[config.mk]
export PLATFORM = sky130hd
export DESIGN_NAME = signed_seq_divider_16bit
export DESIGN_NICKNAME = d
export VERILOG_FILES = /design/src/rtl/div_pkg.sv /design/src/rtl/div_restore_step.sv /design/src/rtl/signed_seq_divider_16bit.sv
export SDC_FILE = /design/constraint.sdc
export NUM_CORES = 1
export LEC_CHECK = 0
export ABC_AREA = 1
export ABC_CLOCK_PERIOD_IN_PS = 3700
export CAP_MARGIN = 20
export CORE_ASPECT_RATIO = 1.5
export CORE_MARGIN = 5
export CORE_UTILIZATION = 55
export DETAILED_ROUTE_END_ITERATION = 16
export GPL_TIMING_DRIVEN = 0
export PLACE_DENSITY = 0.81
export SLEW_MARGIN = 20
export SYNTH_ARGS = -nofsm -noshare
export SYNTH_HDL_FRONTEND = slang
export SYNTH_SLANG_ARGS = --single-unit
export TNS_END_PERCENT = 100
[constraint.sdc]
create_clock -name clk -period 3.7 [get_ports clk]
set_clock_uncertainty 0.1 [all_clocks]
set_input_delay 0.74 -clock clk [delete_from_list [all_inputs] [get_ports clk]]
set_output_delay 0.74 -clock clk [all_outputs]
set_load 0.01 [all_outputs]
[src/rtl/div_pkg.sv]
// Shared types and helpers for the sequential signed divider.
package div_pkg;

    localparam int DIV_WIDTH = 16;

    typedef enum logic [1:0] {
        IDLE,
        CALC,
        DONE
    } div_state_e;

    localparam logic [DIV_WIDTH-1:0] DIV_ZERO_Q = '1;

    // Magnitude in one extra bit so that |MIN| is representable.
    function automatic logic [DIV_WIDTH:0] abs_ext(input logic [DIV_WIDTH-1:0] v);
        logic [DIV_WIDTH:0] ext;
        ext = {v[DIV_WIDTH-1], v};
        return v[DIV_WIDTH-1] ? -ext : ext;
    endfunction

endpackage

[src/rtl/div_restore_step.sv]
// One restoring-division step: shift {rem,quo} left, trial-subtract the divisor magnitude.
module div_restore_step
    import div_pkg::*;
#(
    parameter int WIDTH = DIV_WIDTH
) (
    input  logic [WIDTH:0]   rem,
    input  logic [WIDTH-1:0] quo,
    input  logic [WIDTH:0]   dvsr,
    output logic [WIDTH:0]   rem_n,
    output logic [WIDTH-1:0] quo_n
);

    logic [WIDTH+1:0] rem_sh;
    logic [WIDTH-1:0] quo_sh;

    // NOTE: every output gets a value on every path through this block, so no latch is inferred.
    always_comb begin
        rem_sh = {rem, quo[WIDTH-1]};
        quo_sh = {quo[WIDTH-2:0], 1'b0};
        rem_n  = rem_sh[WIDTH:0];
        quo_n  = quo_sh;
        if (rem_sh >= {1'b0, dvsr}) begin
            rem_n = (WIDTH+1)'(rem_sh - {1'b0, dvsr});
            quo_n = quo_sh | WIDTH'(1);
        end
    end

endmodule

[src/rtl/signed_seq_divider_16bit.sv]
// Sequential signed divider: one quotient bit per clock on magnitudes, sign fix-up at the end.
module signed_seq_divider_16bit
    import div_pkg::*;
#(
    parameter int WIDTH = DIV_WIDTH
) (
    input  logic             clk,
    input  logic             rst,
    input  logic             in_valid,
    output logic             in_ready,
    input  logic [WIDTH-1:0] dividend,
    input  logic [WIDTH-1:0] divisor,
    output logic             out_valid,
    input  logic             out_ready,
    output logic [WIDTH-1:0] quotient,
    output logic [WIDTH-1:0] remainder,
    output logic             div_by_zero,
    output logic             overflow
);

    localparam int CNT_W = $clog2(WIDTH);
    localparam logic [WIDTH-1:0] MIN_VAL = {1'b1, {(WIDTH-1){1'b0}}};

    div_state_e state_q, state_d;
    logic [CNT_W-1:0] cnt_q, cnt_d;
    logic [WIDTH:0]   rem_q, rem_d;
    logic [WIDTH-1:0] quo_q, quo_d;
    logic [WIDTH:0]   dvsr_q, dvsr_d;
    logic             sign_a_q, sign_a_d;
    logic             sign_b_q, sign_b_d;
    logic [WIDTH-1:0] quotient_q, quotient_d;
    logic [WIDTH-1:0] remainder_q, remainder_d;
    logic             dbz_q, dbz_d;
    logic             ovf_q, ovf_d;

    logic [WIDTH:0]   step_rem;
    logic [WIDTH-1:0] step_quo;

    div_restore_step #(.WIDTH(WIDTH)) u_step (
        .rem   (rem_q),
        .quo   (quo_q),
        .dvsr  (dvsr_q),
        .rem_n (step_rem),
        .quo_n (step_quo)
    );

    always_comb begin
        state_d     = state_q;
        cnt_d       = cnt_q;
        rem_d       = rem_q;
        quo_d       = quo_q;
        dvsr_d      = dvsr_q;
        sign_a_d    = sign_a_q;
        sign_b_d    = sign_b_q;
        quotient_d  = quotient_q;
        remainder_d = remainder_q;
        dbz_d       = dbz_q;
        ovf_d       = ovf_q;

        case (state_q)
            IDLE: begin
                if (in_valid) begin
                    sign_a_d = dividend[WIDTH-1];
                    sign_b_d = divisor[WIDTH-1];
                    rem_d    = '0;
                    quo_d    = WIDTH'(abs_ext(dividend));
                    dvsr_d   = abs_ext(divisor);
                    cnt_d    = '0;
                    dbz_d    = 1'b0;
                    ovf_d    = 1'b0;
                    if (divisor == '0) begin
                        state_d     = DONE;
                        quotient_d  = DIV_ZERO_Q;
                        remainder_d = dividend;
                        dbz_d       = 1'b1;
                    end else if (dividend == MIN_VAL && divisor == '1) begin
                        state_d     = DONE;
                        quotient_d  = MIN_VAL;
                        remainder_d = '0;
                        ovf_d       = 1'b1;
                    end else begin
                        state_d = CALC;
                    end
                end
            end
            CALC: begin
                rem_d = step_rem;
                quo_d = step_quo;
                cnt_d = cnt_q + CNT_W'(1);
                if (cnt_q == CNT_W'(WIDTH - 1)) begin
                    state_d     = DONE;
                    quotient_d  = (sign_a_q ^ sign_b_q) ? -step_quo : step_quo;
                    remainder_d = sign_a_q ? -step_rem[WIDTH-1:0] : step_rem[WIDTH-1:0];
                end
            end
            DONE: begin
                if (out_ready) state_d = IDLE;
            end
            default: state_d = IDLE;
        endcase
    end

    // NOTE: sequential state uses non-blocking assignments so every flop samples pre-edge values.
    always_ff @(posedge clk) begin
        if (rst) begin
            state_q     <= IDLE;
            quotient_q  <= '0;
            remainder_q <= '0;
            dbz_q       <= 1'b0;
            ovf_q       <= 1'b0;
        end else begin
            state_q     <= state_d;
            quotient_q  <= quotient_d;
            remainder_q <= remainder_d;
            dbz_q       <= dbz_d;
            ovf_q       <= ovf_d;
        end
    end

    // NOTE: working registers are always reloaded on accept, so they carry no reset.
    always_ff @(posedge clk) begin
        cnt_q    <= cnt_d;
        rem_q    <= rem_d;
        quo_q    <= quo_d;
        dvsr_q   <= dvsr_d;
        sign_a_q <= sign_a_d;
        sign_b_q <= sign_b_d;
    end

    assign in_ready    = (state_q == IDLE);
    assign out_valid   = (state_q == DONE);
    assign quotient    = quotient_q;
    assign remainder   = remainder_q;
    assign div_by_zero = dbz_q;
    assign overflow    = ovf_q;

endmodule

# After elaboration in Yosys (flattened, before gate mapping)
# Cells that the tools add are included.
# W data, S select, Z words.
[op_classes]
n_addsub = 6
mul = 0
div_mod_pow = 0
n_lt_le_gt_ge = 1
n_eq_ne = 9
shift = 0
n_mux = 31
bitwise = 1
n_reduce_logical = 8
[op_table]
columns = ["operator", "n"]
rows = [
  ["$mux W16", 12],
  ["$pmux W16 S2", 3],
  ["$neg A16 Y16", 3],
  ["$mux W17", 2],
  ["$pmux W17 S2", 1],
  ["$eq A16 B16 Y1 const B", 2],
  ["$ge A18 B17 Y1", 1],
  ["$neg A17 Y17", 1],
  ["$sub A17 B17 Y17", 1],
  ["$logic_not A16 Y1", 1],
  ["$mux W15", 1],
  ["$mux W2", 5],
  ["$pmux W4 S2", 1],
  ["$pmux W2 S3", 1],
  ["$add A4 B1 Y4 const B", 1],
  ["$eq A4 B4 Y1 const B", 1],
  ["$mux W1", 4],
  ["$mux W4", 1],
  ["$ne A2 B2 Y1 const B", 2],
  ["$reduce_and A2 Y1", 2],
  ["$reduce_and A4 Y1", 1],
  ["$ne A3 B1 Y1 const B", 1],
  ["$reduce_and A3 Y1", 1],
  ["$eq A2 B1 Y1 const B", 1],
  ["6 further kinds", 6],
]
[totals]
regBits = 92
latch_bits = 0
ramBits = 0
romBits = 0
in_bits = 36
out_inout_bits = 36
elab_cells = 68
n_memories = 0

# Longest topological paths before layout
[logic_depth]
ltp_word = 6
mapped_depth = 24
ltp_nobuf = 23

# By module
# A second synthesis with hierarchy kept.
[hier_totals]
cells_unflattened = 1065
area_unflattened_um2 = 6991.7
[modules_own_cells]
columns = ["mod", "n_inst", "cells_per_inst", "area_per_inst_um2", "seq_area_each_um2"]
rows = [
  ["signed_seq_divider_16bit", 1, 749, 5411.4, 2402.3],
  ["div_restore_step", 1, 316, 1580.3, 0.0],
]

# Worst setup path after synthesis
# Ideal clock, no wire load.
[synth_path]
path_type = "flip-flop to flip-flop"
from = "register quo_q[15]"
to = "register quotient_q[14] (netlist: quotient[14])"
setup_ns = 0.124
arrival_time_ns = 2.811
required_time_ns = 3.476
path_slack_ns = 0.665
path_stages_with_launch = 22
path_buffers = 0
period_less_slack_ns = 3.035
cell_sequence = "edfxtp_1 > inv_1 > ha_1 > inv_1 > fa_1 > nand3_2 > nand3_2 > nand2_4 > nand2_8 > inv_2 > ha_1 > inv_1 > nor3_1 > nand3_1 > nor2_1 > nand3_1 > nand2_1 > nand2_1 > a21oi_1 > nor3_1 > nor2_1 > a31oi_1"
[synth_between]
elab_chain_cells = 6
[synth_lines]
columns = ["item", "line_no", "text"]
rows = [
  ["start, declared", "signed_seq_divider_16bit.sv:27", "logic [WIDTH-1:0] quo_q, quo_d;"],
  ["start signal, assigned", "signed_seq_divider_16bit.sv:124", "quo_q <= quo_d;"],
  ["$ge A18 B17 Y1", "div_restore_step.sv:23", "if (rem_sh >= {1'b0, dvsr}) begin"],
  ["$mux W1", "div_restore_step.sv:23", ""],
  ["$neg A16 Y16", "signed_seq_divider_16bit.sv:92", "quotient_d = (sign_a_q ^ sign_b_q) ? -step_quo : step_quo;"],
  ["$mux W16", "signed_seq_divider_16bit.sv:92", ""],
  ["$mux W16", "signed_seq_divider_16bit.sv:90", "if (cnt_q == CNT_W'(WIDTH - 1)) begin"],
  ["$pmux W16 S2", "signed_seq_divider_16bit.sv:60", "case (state_q)"],
  ["end signal, assigned", "signed_seq_divider_16bit.sv:113", "quotient_q <= quotient_d;"],
  ["end, declared", "signed_seq_divider_16bit.sv:31", "logic [WIDTH-1:0] quotient_q, quotient_d;"],
]
# Every way passes these cells. The select of a mux whose other input is x is not followed.
# A chain may end at the register's enable or synchronous reset.

# Worst setup path after layout
# Ends and elaborated chain as after synthesis.

==> impl_metrics.json <==
{
  "wirelength_mm": 19.4,
  "hold_path.class": "register to register",
  "maxSlewViolCount": 0,
  "p_leak_nw": 3.49,
  "rsz0062_at_grt": "true",
  "drtPass1Iterations": 6,
  "min_period_ps": 3500,
  "synth-compound-area-share": 0.124,
  "grt_pass1_wl_mm": 30.6,
  "ys_async_sr_fraction": 0,
  "ys_ff_latch": 92,
  "arrival_ps": 3610,
  "synth_nets": 965,
  "grt_max_degree": 23,
  "clkSlewWorstSetupHoldPaths_ps": 70,
  "drt_iter0_markers": 511,
  "max_freq_ghz": 0.286,
  "utilization": 0.673,
  "cap_violations": 0,
  "die-area_um2": 14100,
  "vias_per_cell": 5.59,
  "pre_cts_slack_ps": -175,
  "vias": 6423,
  "grt_pass1_vias": 6258,
  "drc": 0,
  "synth_mux_area_frac": 0,
  "clock-root-buffer": "clkbuf_16",
  "seq_area_frac_synth": 0.371,
  "syn_area_um2": 6480,
  "core-area_um2": 11500,
  "post-route-period-util": 0.945,
  "power_mw": 7.38,
  "ios": 72,
  "ant_nets": 0,
  "die_x_um": 98.7,
  "grt_usage": 0.276,
  "drive_above_1_share": 0.0772,
  "finalSetupViolCount": 0,
  "synth_edf_count": 56,
  "end_kind": "register",
  "antenna_found_initial": 0,
  "yosys.area_share.adder": 0.0475,
  "ys.flop_type": "edfxtp_1",
  "placed_cell_area_um2": 7410,
  "rows": 48,
  "p_per_area_nw_per_um2": 951,
  "slew_headroom": 0.468,
  "tritoncts": "built",
  "crit_type": "register to register",
  "dp_hpwl_mm": 15.4,
  "synth_xor_area_frac": 0.0446,
  "synth_top_family_by_area": "simple AND/OR/NAND/NOR gates",
  "syn2layout_area_growth_pct": 19.6,
  "die_h_um": 143,
  "critPathLaunchType": "register",
  "avgSynthCellArea_um2": 7.16,
  "hold_viol_final": 0,
  "htree_levels": 3,
  "netlist_instances": 905,
  "worstMarginPinSlew_ps": 798,
  "design_area_um2": 7750,
  "status": "finished, final reports clean",
  "insertion_delay_ps": 340,
  "worst_ep_required_time_ps": 3810,
  "cp_max_fo": 9,
  "antennaDiodeCount": 0,
  "grt.overflow.total": 0,
  "numCtsBuffers": 9,
  "final_nets": 1053,
  "synth-simple-area-share": 0.317,
  "portBuffers": 71,
  "wl_per_cell_um": 16.9,
  "synth_cell_types": 48,
  "cts_buffer_depth": 2,
  "clock_sinks": 92,
  "initial_core_util": 0.562,
  "final.fill_count": 1043,
  "ir_drop_uv": 468,
  "setup_ws_ps": 205,
  "finalWeightedCongestion": 1.00,
  "yosys_warnings": 0
}
[cells in the final DEF, fill, tap and decap left out, types with 2 or more instances in the layout]
master,n
or2_2,2
buf_4,6
nand2_2,13
a21oi_1,53
nor3_2,3
nor2_1,85
clkdlybuf4s50_1,71
o21ai_0,53
nand2_1,219
xnor2_1,14
clkbuf_16,9
nand3_1,69
inv_1,121
nor4_1,5
clkinv_4,2
dfxtp_1,36
ha_1,22
edfxtp_1,56
clkinv_1,2
clkinvlp_4,2
inv_2,4
nand4_1,21
o21a_1,7
inv_6,2
o31ai_1,3
nand3b_1,12
clkbuf_1,14
xor2_1,19
buf_1,2
nand3_2,3
o21ai_2,5
nor2_2,5
o211ai_1,8
o21bai_1,2
buf_2,8
nor3_1,12
a31oi_1,6
nand2_4,2
[Yosys cell counts, drive strengths merged, types with 2 or more instances]
cell | instances | area share
xnor2 | 14 | 0.019
nor4 | 5 | 0.0048
nor2 | 91 | 0.055
nand3 | 72 | 0.057
o211ai | 8 | 0.0093
o31ai | 3 | 0.0035
a31oi | 6 | 0.0058
o21ai | 59 | 0.048
edfxtp | 56 | 0.26
o21a | 7 | 0.0081
inv | 125 | 0.072
a21oi | 54 | 0.042
dfxtp | 36 | 0.11
xor2 | 19 | 0.026
nand3b | 12 | 0.014
clkbuf | 14 | 0.0081
or2 | 3 | 0.0029
nor3 | 16 | 0.016
nand2 | 235 | 0.15
buf | 13 | 0.013
nand4 | 21 | 0.020
o21bai | 2 | 0.0023
ha | 23 | 0.044
clkinv | 3 | 0.0017
[metrics by stage]
step | std cells | hold WS [ps] | setup TNS (ps)
after detailed placement | 1127 | 361 | -2190
after CTS | 1143 | 372 | 0
after global placement | 1126 | 353 | -2990
after global routing | 1148 | 406 | -57.3
after floorplan | 905 | 382 | 0
final | 1148 | 370 | 0
[kinds of logic (layout without fill, tap and decap cells)]
family                     Yosys count  after routing
adders and majority gates           24             24
other                                1              1
AOI/OAI and AO/OA                  143            143
buffers and inverters              155            248
and+or+nand+nor                    457            457
xor gates and xnor gates            33             33
DFF                                 92             92
[area by class of cell]
type                       instances  area, µm²  share of cell area
multi-input combinational        658       3490               0.450
sequential                        92       2400               0.310
timing repair buffer              77        776               0.100
inverter                         128        484              0.0624
clock buffer                      10        229              0.0295
tap                              150        188              0.0242
buffer                            27        140              0.0181
clock inverter                     6       47.5             0.00613
[state kept, by name, summed over array words and instances (netlist names)]
register,count
quotient,16
quo_q,16
div_by_zero,1
sign_b_q,1
state_q,2
remainder,16
overflow,1
sign_a_q,1
rem_q,17
cnt_q,4
dvsr_q,17
[metal layers]
metal,up-vias,global-route usage,part of all wire
li1,3163,-,-
met1,2924,0.288,0.36
met2,246,0.509,0.52
met3,90,0.0401,0.051
met4,0,0.186,0.068
met5,-,0,0
[path summary, 6_finish.rpt]
check / startpoint / end / cells past startpoint / slack (ps)
worst min-delay path: remainder[0]$_SDFFE_PP0P_ / remainder[0]$_SDFFE_PP0P_ / 2 / 370
worst max register to register: quo_q[15]$_DFFE_PP_ / quotient[14]$_SDFFE_PP0P_ / 21 / 200
worst max-delay path: quo_q[15]$_DFFE_PP_ / quotient[14]$_SDFFE_PP0P_ / 21 / 200
worst min register to register: remainder[0]$_SDFFE_PP0P_ / remainder[0]$_SDFFE_PP0P_ / 2 / 370
[worst max-delay path: stages, from the launching register on]
cell      delay [ps]
edfxtp_1         360
inv_1            130
ha_1             160
inv_1             80
fa_2             400
nand3_2          130
nand3_2          130
nand2_4          160
nand2_8          100
inv_2            110
ha_1             170
inv_1             60
nor3_2           170
nand3_2          140
nor2_2           170
nand3_1          140
nand2_1          150
nand2_1           90
a21oi_1          180
nor3_1            70
nor2_1           110
a31oi_1           90
[power by group]
group	switching (mW)	internal, mW	leakage (nW)	total, mW
Sequential	0.285	1.66	0.850	1.94
Combinational	2.94	1.63	2.50	4.57
Clock	0.404	0.462	0.133	0.865
[timing repair]
| item | CTS | global route |
|---|---|---|
| hold buffers | 0 | 0 |
| resized for setup | 1 | 9 |
| buffers inserted | 0 | 5 |
| pin swaps | 0 | 1 |
| setup endpoints to repair | 1 | 21 |
(Power assumes the default switching activity.)
